### src/rtl/tpu_seq_ctrl.sv
// Schedule sequencer for a DIM x DIM systolic MAC array: optional per-row accumulator
// clear, skewed input feed, pipeline flush, then row-by-row readout of the results.
module tpu_seq_ctrl #(
    parameter  int unsigned DIM = 4,
    localparam int unsigned IW  = $clog2(DIM)
) (
    input  logic           i_clk,
    input  logic           i_rst_n,
    input  logic           i_start,
    input  logic           i_clr_c,
    input  logic           i_stall,
    output logic           o_busy,
    output logic           o_done,
    output logic [DIM-1:0] o_mac_en_row,
    output logic [DIM-1:0] o_mac_wren_row,
    output logic           o_c_zero,
    output logic           o_feed_vld,
    output logic [IW-1:0]  o_feed_idx,
    output logic           o_rd_vld,
    output logic [IW-1:0]  o_rd_row
);

    localparam int unsigned CW = $clog2(2 * DIM - 1);

    localparam logic [CW-1:0] LastRow   = CW'(DIM - 1);
    localparam logic [CW-1:0] LastFlush = CW'(2 * DIM - 3);

    typedef enum logic [2:0] {
        StIdle,
        StClear,
        StFeed,
        StFlush,
        StRead
    } state_e;

    state_e          r_state;
    state_e          w_state_nxt;
    logic [CW-1:0]   r_cnt;
    logic [CW-1:0]   w_cnt_nxt;
    logic            r_done;
    logic            w_done_nxt;
    logic            w_last;
    logic [DIM-1:0]  w_row_onehot;

    assign w_row_onehot = {{(DIM - 1){1'b0}}, 1'b1} << r_cnt;

    always_ff @(posedge i_clk or negedge i_rst_n) begin
        if (!i_rst_n) begin
            r_state <= StIdle;
            r_cnt   <= '0;
            r_done  <= 1'b0;
        end else begin
            r_state <= w_state_nxt;
            r_cnt   <= w_cnt_nxt;
            r_done  <= w_done_nxt;
        end
    end

    // Next state: every active state exits on its own terminal count; stall freezes all.
    always_comb begin
        w_state_nxt = r_state;
        w_cnt_nxt   = r_cnt;
        w_done_nxt  = 1'b0;
        w_last      = 1'b0;

        unique case (r_state)
            StIdle:  w_last = 1'b0;
            StClear: w_last = (r_cnt == LastRow);
            StFeed:  w_last = (r_cnt == LastRow);
            StFlush: w_last = (r_cnt == LastFlush);
            StRead:  w_last = (r_cnt == LastRow);
            default: w_last = 1'b0;
        endcase

        if (r_state == StIdle) begin
            if (i_start) begin
                w_state_nxt = i_clr_c ? StClear : StFeed;
                w_cnt_nxt   = '0;
            end
        end else if (!i_stall) begin
            if (w_last) begin
                w_cnt_nxt = '0;
                unique case (r_state)
                    StClear: w_state_nxt = StFeed;
                    StFeed:  w_state_nxt = StFlush;
                    StFlush: w_state_nxt = StRead;
                    StRead: begin
                        w_state_nxt = StIdle;
                        w_done_nxt  = 1'b1;
                    end
                    default: w_state_nxt = StIdle;
                endcase
            end else begin
                w_cnt_nxt = r_cnt + 1'b1;
            end
        end
    end

    // Enables and valids are gated by stall; selects and indices decode from state only.
    always_comb begin
        o_mac_en_row   = '0;
        o_mac_wren_row = '0;
        o_c_zero       = 1'b0;
        o_feed_vld     = 1'b0;
        o_feed_idx     = '0;
        o_rd_vld       = 1'b0;
        o_rd_row       = '0;

        unique case (r_state)
            StIdle: begin
                o_mac_en_row = '0;
            end
            StClear: begin
                o_c_zero = 1'b1;
                if (!i_stall) begin
                    o_mac_en_row   = w_row_onehot;
                    o_mac_wren_row = w_row_onehot;
                end
            end
            StFeed: begin
                o_feed_idx = r_cnt[IW-1:0];
                if (!i_stall) begin
                    o_mac_en_row = '1;
                    o_feed_vld   = 1'b1;
                end
            end
            StFlush: begin
                if (!i_stall) begin
                    o_mac_en_row = '1;
                end
            end
            StRead: begin
                o_rd_row = r_cnt[IW-1:0];
                if (!i_stall) begin
                    o_rd_vld = 1'b1;
                end
            end
            default: begin
                o_mac_en_row = '0;
            end
        endcase
    end

    assign o_busy = (r_state != StIdle);
    assign o_done = r_done;

endmodule

### config.mk
export PLATFORM = sky130hd
export DESIGN_NAME = tpu_seq_ctrl
export DESIGN_NICKNAME = d
export VERILOG_FILES = /design/src/rtl/tpu_seq_ctrl.sv
export SDC_FILE = /design/constraint.sdc
export NUM_CORES = 1
export LEC_CHECK = 0
export ABC_AREA = 1
export CORE_AREA = 2 2 39 41
export DETAILED_ROUTE_END_ITERATION = 10
export DIE_AREA = 0 0 41 43
export DONT_BUFFER_PORTS = 1
export PLACE_DENSITY = 0.62
export SYNTH_ARGS = -nofsm -noshare
export SYNTH_HDL_FRONTEND = slang
export SYNTH_SLANG_ARGS = --single-unit
export TNS_END_PERCENT = 5
### constraint.sdc
create_clock -name i_clk -period 3.2 [get_ports i_clk]
set_input_delay 0.16 -clock i_clk [delete_from_list [all_inputs] [get_ports i_clk]]
set_output_delay 0.16 -clock i_clk [all_outputs]
set_load 0.03 [all_outputs]
== Word-level counts from Yosys, hierarchy flattened ==
Cells that the tools add are included.
Operators by class
  add/subtract/negate cells: 1
  $mul: 0
  div/mod/pow operators: 0
  magnitude comparators: 0
  equality and inequality tests: 8
  shift-type cells: 1
  mux-type cells: 25
  bitwise gates (word level): 0
  reductions and logical operators: 7
Operator list (number)
  $mux 3: 8
  $mux 4: 3
  $eq 3x2->1 const B: 3
  $pmux 3 s3: 1
  $mux 1: 8
  $pmux 4 s2: 1
  $eq 3x3->1 const B: 2
  $mux 2: 3
  $shl 1x3->4 const A: 1
  $add 3x1->3 const B: 1
  $eq 3x1->1 const B: 1
  $logic_not 3->1: 1
  $reduce_and 3->1: 1
  $reduce_bool 3->1: 1
  $reduce_or 3->1: 1
  $ne 2x1->1 const B: 1
  $ne 2x2->1 const B: 1
  $pmux 1 s2: 1
  $reduce_and 2->1: 1
  $reduce_bool 2->1: 1
  $reduce_or 2->1: 1
Storage, ports and cells
  register bits after elaboration: 7
  latch bits: 0
  RAM bits: 0
  ROM bits: 0
  input bits: 5
  output and inout bits: 17
  word-level logic and storage cells: 45
  memories: 0

== Depth between registers and ports, before layout ==
Gate-level depths: netlist of run 1.
  word-level depth: 6
  mapped depth: 8
  depth with buffers taken out: 8

== Least setup slack after synthesis of run 1 ==
No wires, ideal clock.
  path type: register to output
  from: register r_state[1]
  to: output o_mac_en_row[0]
  arrival time: 1587 ps
  data required time: 3040 ps
  slack: 1453 ps
  cell stages (with the launch flop): 5
  buffers on the path: 1
  cell sequence: dfrtp_1 > nor2_1 > nand2_1 > buf_6 > o31ai_1
On the way
  cells in the longest elaborated chain, start to end: 3
  elaborated cells on any way between the ends: 5
  those cells by class: 3 x eq/ne; 1 x mux; 1 x reduce/logical
RTL lines
  from (decl): line 36  | state_e r_state;
  from (signal assigned): line 49  | r_state <= StIdle;
  from (signal assigned): line 53  | r_state <= w_state_nxt;
  $eq 3x2->1: line 109  | unique case (r_state)
  $reduce_or 2->1 (no line)
  $pmux 4 s2 *: line 109
  to (decl): line 14  | output logic [DIM-1:0] o_mac_en_row,
Mark *: on every way between the ends. The rest lies on a longest branch, timed or not.

== Worst setup path after layout of run 1 ==
  from: register r_state[1]
  to: output o_mac_en_row[3]
The elaborated chain is that of the path after synthesis.

==> reports/results.ini, run 1 <==
[final_layout]
regArea_um2=175
final_nets=101
drive_gt1_frac=0.144
utilization=0.509
multiInputGateArea_um2=407
syn_to_final_growth_pct=8.48
stdcell_area_um2=704
insertedDiodeCount=0
final-instance-count-excl-fill=106
fillers=152

[floorplanning]
initial_core_util=0.469
boundaryPins=22
die-area_mm2=0.00176
row_count=14
core_area_mm2=0.00138
die_height_um=43
die_x_um=41

[setup_path]
reg2reg_to=r_state[1]
crit_type=register to output port
required_ns=3.04
r2r_setup_slack_ns=1.55
cp-start-kind=register
arrival_ns=2.03
rr_startpoint=r_state[1]
cp_max_fo=11
cp-end-kind=output port
reg2reg_depth=8

[power]
p_per_area_mw_per_mm2=1010
ir_worst_vdd_mv=0.425
leakagePower_uw=0.000356

[global_route]
grt_start_max_net_pins=12
grt.total_usage=0.178
grt_pass1_vias=507
globalRoute.totalOverflow=0
grt_antenna_before_repair=0
grt_pass1_wl_um=2130

[synthesis]
synthMuxAreaShare=0
yosysTopAreaCellShare=0.270
synth_fa_ha_area_frac=0.0963
synth_most_common_cell=nand2_1
netlist_area_um2=649
synth.area.top_cells=dfrtp_1, nand2_1, ha_1
yosys.area_share.simple=0.407
synth_compound_area_frac=0.123
synth_nets=95
syn_avg_cell_area_um2=7.64
ys_types=21
synth_edf_count=0
synth_top_family_by_area=simple AND/OR/NAND/NOR gates
synth_top_area_cell=dfrtp_1
synth-xor-area-share=0
synth_ff_type=dfrtp_1
ys_warn_count=0
synth_top_cells_by_count=nand2_1, inv_1, nor2_1, dfrtp_1, nand3_1
ys_seq_area_frac=0.270
postSynth.asyncResetShare=1.00
synth_cells=85
ys_ff_latch=7

[hold_path]
hp-class=input pin to register
holdPathEnd=r_cnt[0]
min_from=i_stall
worstHoldPathCells=3

[sta]
fin_skew_ns=0.000312
setup_viol=0
tightestPinTransition_ns=1.01
period_share=0.686
slew-limit-headroom=0.321
rsz0062_at_grt=no
clock.fmax_ghz=0.456
min_period_ns=2.19
report.final.slew_viol_count=0
hold_viol_final=0
finalSetupTns_ns=0
hold_slack_ns=0.101

[clock_tree]
path_clk_slew_ns=0.05
cts_resized=0
insertion_delay_ns=0.25
cts_buffers=3
post_cts_buffers=0
cts_buffer_depth=2
htreeDepth=1
cts.sinks=7
cts_root_buf=clkbuf_4
tritoncts=yes
postCtsHoldBufs=2

[placement]
dpl.cell_count=100
io_buffer_count=0
place_congestion=0.780
dp_hpwl_um=1060
postPlaceCellArea_um2=658

[route]
vias=557
drt_iter0_markers=20
drt_wl_total_um=1360
drc_errors=0
drt-pass1-iter-count=4
ant_nets=0
via_per_inst=5.25
wl_per_cell_um=12.8

[job]
cap_viol_max_count=0

[status]
status=finished, final reports clean

==> layout by cell type (no fill, tap or decap), drive strengths merged <==
master and n:
clkbuf 4, o31ai 4, nand3 7, dfrtp 7
inv 15, nand4 2, nor2 12, dlygate4sd3 2
ha 5, o21ai 5, nand3b 1, nor3 5
a21oi 2, nand2 19
==> where the power goes <==
part / switching [uW] / internal, uW / total, uW
logic: 344 / 128 / 471
registers: 44.3 / 118 / 163
clock network: 31.6 / 47.5 / 79.1
==> flip-flops by register name, indices dropped and copies added, names as in the netlist <==
name     cells
o_done       1
r_state      3
r_cnt        3
==> worst max-delay path by stage <==
stage / startpoint / end / depth (start not counted)
2_1_floorplan: r_state[1] / o_mac_en_row[0] / 4
3_3_place_gp: r_state[1] / o_mac_en_row[1] / 3
3_5_place_dp: r_state[1] / o_mac_en_row[1] / 3
4_1_cts: r_state[1] / o_mac_en_row[1] / 3
5_1_grt: r_state[1] / o_mac_en_row[3] / 3
6_report: r_state[1] / o_mac_en_row[3] / 3
==> through the flow <==
| step | total power (uW) | worst slack, ns |
|---|---|---|
| after floorplan | 580 | 1.45 |
| after global placement | 631 | 1.31 |
| after detailed placement | 636 | 1.28 |
| after CTS | 723 | 1.01 |
| after global routing | 783 | 0.808 |
| final | 713 | 1.01 |
==> area by class of cell <==
| cell class | instances | share of cell area |
|---|---|---|
| multi-input cells | 62 | 0.577 |
| flip-flops and latches | 7 | 0.249 |
| inverters | 15 | 0.0799 |
| clock buffers | 4 | 0.0373 |
| repair buffers | 2 | 0.0284 |
| well taps | 16 | 0.0284 |
==> worst max-delay path, stage by stage (launching register included) <==
cell and delay [ns]:
dfrtp_1 0.47, nor2_1 0.14, nand2_1 0.27, o31ai_1 0.91
==> layer usage <==
layer / vias up / wire (um) / GRT usage
li1: 287 / - / -
met1: 239 / 645 / 0.247
met2: 29 / 616 / 0.266
met3: 2 / 87 / 0.0366
met4: 0 / 8 / 0.0600
met5: - / 0 / 0
==> logic make-up after synthesis <==
family          count (synthesis)
simple gates                   46
fa+ha+maj                       5
flops                           7
compound gates                 11
buf+inv                        16
No activity file was read; power rests on OpenSTA's default activity.
==> inputs of run 2 (changes only) <==
--- a/config.mk
+++ b/config.mk
@@ -5,12 +5,12 @@
 export SDC_FILE = /design/constraint.sdc
 export NUM_CORES = 1
 export LEC_CHECK = 0
-export ABC_AREA = 1
+export ABC_AREA = 0
 export CORE_AREA = 2 2 39 41
 export DETAILED_ROUTE_END_ITERATION = 10
 export DIE_AREA = 0 0 41 43
 export DONT_BUFFER_PORTS = 1
-export PLACE_DENSITY = 0.62
+export PLACE_DENSITY = 0.65
 export SYNTH_ARGS = -nofsm -noshare
 export SYNTH_HDL_FRONTEND = slang
 export SYNTH_SLANG_ARGS = --single-unit
==> constraint.sdc (replaced) <==
create_clock -name i_clk -period 2 [get_ports i_clk]
set_input_delay 0.1 -clock i_clk [delete_from_list [all_inputs] [get_ports i_clk]]
set_output_delay 0.1 -clock i_clk [all_outputs]
set_load 0.03 [all_outputs]
==> run 2 against run 1 <==
  * Sequential power grew 100%
  * Sequential cell count is the same
  * Synthesized cell count shrank 4.7%
  * Register-to-register slack lost 1.3 ns
  * Critical endpoint is now o_mac_en_row[2]
  * Largest power group unchanged
  * Highest routed layer unchanged
==> reports/results.ini, run 2 <==
[status]
status=finished, final reports clean

[placement]
dpl.cell_count=100  ; unchanged
postPlaceCellArea_um2=714  ; +8.6%
io_buffer_count=0  ; unchanged
dp_hpwl_um=1080  ; +1.9%
place_congestion=0.795  ; +1.9%

[route]
drc_errors=0  ; unchanged
via_per_inst=5.50  ; +4.6%
ant_nets=0  ; unchanged
drt_wl_total_um=1380  ; +1.5%
wl_per_cell_um=13.1  ; +2.5%
vias=577  ; +3.6%
drt_iter0_markers=5  ; -75%
drt-pass1-iter-count=4  ; unchanged

[clock_tree]
insertion_delay_ns=0.25  ; about the same
cts_buffers=3  ; unchanged
cts_buffer_depth=2  ; unchanged
post_cts_buffers=0  ; unchanged
cts_root_buf=clkbuf_4
tritoncts=yes
cts.sinks=7  ; unchanged
htreeDepth=1  ; unchanged
path_clk_slew_ns=0.05  ; about the same

[final_layout]
drive_gt1_frac=0.213  ; +0.0690
final_nets=100  ; -0.99%
utilization=0.548  ; +0.0389
layout_common_cells=nor2_1, inv_1, nand2_1, buf_4, dfrtp_1
stdcell_area_um2=758  ; +7.6%
final-instance-count-excl-fill=105  ; -0.94%
insertedDiodeCount=0  ; unchanged
syn_to_final_growth_pct=13.9
final_common_cell=nor2_1

[global_route]
globalRoute.totalOverflow=0  ; unchanged
grt_pass1_vias=520  ; +2.6%
grt_start_max_net_pins=15  ; +3
grt.total_usage=0.182  ; +0.00406
grt_antenna_before_repair=0  ; unchanged
grt_pass1_wl_um=2170  ; +2.3%

[sta]
fin_skew_ns=0.00222  ; +0.00191 ns
report.final.slew_viol_count=0  ; unchanged
rsz0062_at_grt=no
setup_viol=0  ; unchanged
hold_viol_final=0  ; unchanged
clock.fmax_ghz=0.562
period_share=0.890
slew-limit-headroom=0.619  ; +0.298
finalSetupTns_ns=0  ; unchanged
tightestPinTransition_ns=0.569  ; -0.441 ns
min_period_ns=1.78

[synthesis]
postSynth.asyncResetShare=1.00  ; unchanged
synth_cells=81  ; -4.7%
synth_ff_type=dfrtp_1
synth_edf_count=0  ; unchanged
synth_top_area_cell=dfrtp_1
synth_nets=91  ; -4.2%
syn_avg_cell_area_um2=8.22  ; +7.6%
netlist_area_um2=666  ; +2.5%
yosysTopAreaCellShare=0.263  ; -0.00659
ys_types=34  ; +62%
synth.area.top_cells=dfrtp_1, ha_1, nor2_1
ys_seq_area_frac=0.263  ; -0.00659
synth_most_common_cell=nor2_1
ys_warn_count=0  ; unchanged
synth_top_cells_by_count=nor2_1, dfrtp_1, inv_1, nand2_1
ys_ff_latch=7  ; unchanged

[power]
p_per_area_mw_per_mm2=1420  ; +40%
leakagePower_uw=0.000374  ; +5.2%
ir_worst_vdd_mv=0.706  ; +66%
total_power_uw=1070  ; +51%

[floorplanning]
initial_core_util=0.481  ; +0.0118
die_height_um=43  ; unchanged
die_x_um=41  ; unchanged
die-area_mm2=0.00176  ; unchanged
row_count=14  ; unchanged
core_area_mm2=0.00138  ; unchanged
boundaryPins=22  ; unchanged

[setup_path]
crit_type=register to output port
required_ns=1.90  ; -1.14 ns
cp_max_fo=11  ; unchanged
arrival_ns=1.68  ; -0.35 ns
cp-end-kind=output port
cp-start-kind=register

[hold_path]
hp-class=input pin to register

[job]
cap_viol_max_count=0  ; unchanged

[run 2: changes by cell type after synthesis, moves of 3 or more]
cell     change
nand2_1     -10
nor2b_1      +3
and3_1       +4
o31ai_1      -4
and2_1       +5
inv_1        -7
nand3_1      -4
[run 2: cell families (layout without fill, tap and decap cells)]
group | count (synthesis) | in the layout | synth area share
adder cells (fa/ha/maj) | 5 | 5 | 0.0940
XOR/XNOR | 1 | 1 | 0.0132
flip-flops | 7 | 7 | 0.263
AND/OR/NAND/NOR | 43 | 43 | 0.357
AO/OA/AOI/OAI | 9 | 9 | 0.120
multiplexers | 4 | 4 | 0.0714
buffers and inverters | 12 | 20 | 0.0808
[run 2: what timing repair did]
action	4_1_cts	5_1_grt
resized for setup	0	2
setup endpoints to repair	0	1
endpoints found under the hold margin	7	0
hold buffers	1	0
[run 2: cell type report]
class / instances / area, um2
flip-flops and latches: 7 / 176
inverters: 8 / 30.0
fillers: 142 / 626
multi-input cells: 62 / 443
well taps: 16 / 20.0
clock buffers: 4 / 26.3
repair buffers: 8 / 62.6
[run 2: per-layer routing]
| layer | global-route usage | up-vias | share of wire |
|---|---|---|---|
| li1 | - | 294 | - |
| met1 | 0.203 | 264 | 0.43 |
| met2 | 0.313 | 15 | 0.52 |
| met3 | 0.0157 | 4 | 0.030 |
| met4 | 0.100 | 0 | 0.017 |
| met5 | 0 | - | 0 |
[run 2: final timing paths]
kind                             from               to  slack (ns)  depth (start not counted)
max                        r_state[1]  o_mac_en_row[2]        0.22                          4
min                           i_stall           o_done        0.12                          2
max reg2reg                r_state[2]           o_done        0.24                          6
min reg2reg                  r_cnt[2]         r_cnt[2]        0.62                          1
max in group asynchronous     i_rst_n       r_state[0]        1.55                          1
min in group asynchronous     i_rst_n       r_state[1]        0.18                          1
[run 2: where the power goes]
group / total, uW / switching [uW] / leakage [uW] / internal (uW)
Sequential: 328 / 135 / 0.0000839 / 193
Clock: 129 / 53.1 / 0.0000150 / 76.2
Combinational: 616 / 362 / 0.000275 / 254
[run 2: stage by stage]
stage	worst slack, ns	hold WS (ns)
floorplan	0.153	-0.196
global placement	0.270	-0.195
detailed placement	0.269	-0.195
CTS	0.0622	0.106
global route	0.0777	0.111
finish	0.220	0.121
[run 2: worst max-delay path, cell delays in order, from the launching register on]
cell      delay [ns]
dfrtp_1         0.50
nand2b_1        0.23
nor4_2          0.21
and2_1          0.18
nand2b_1        0.29
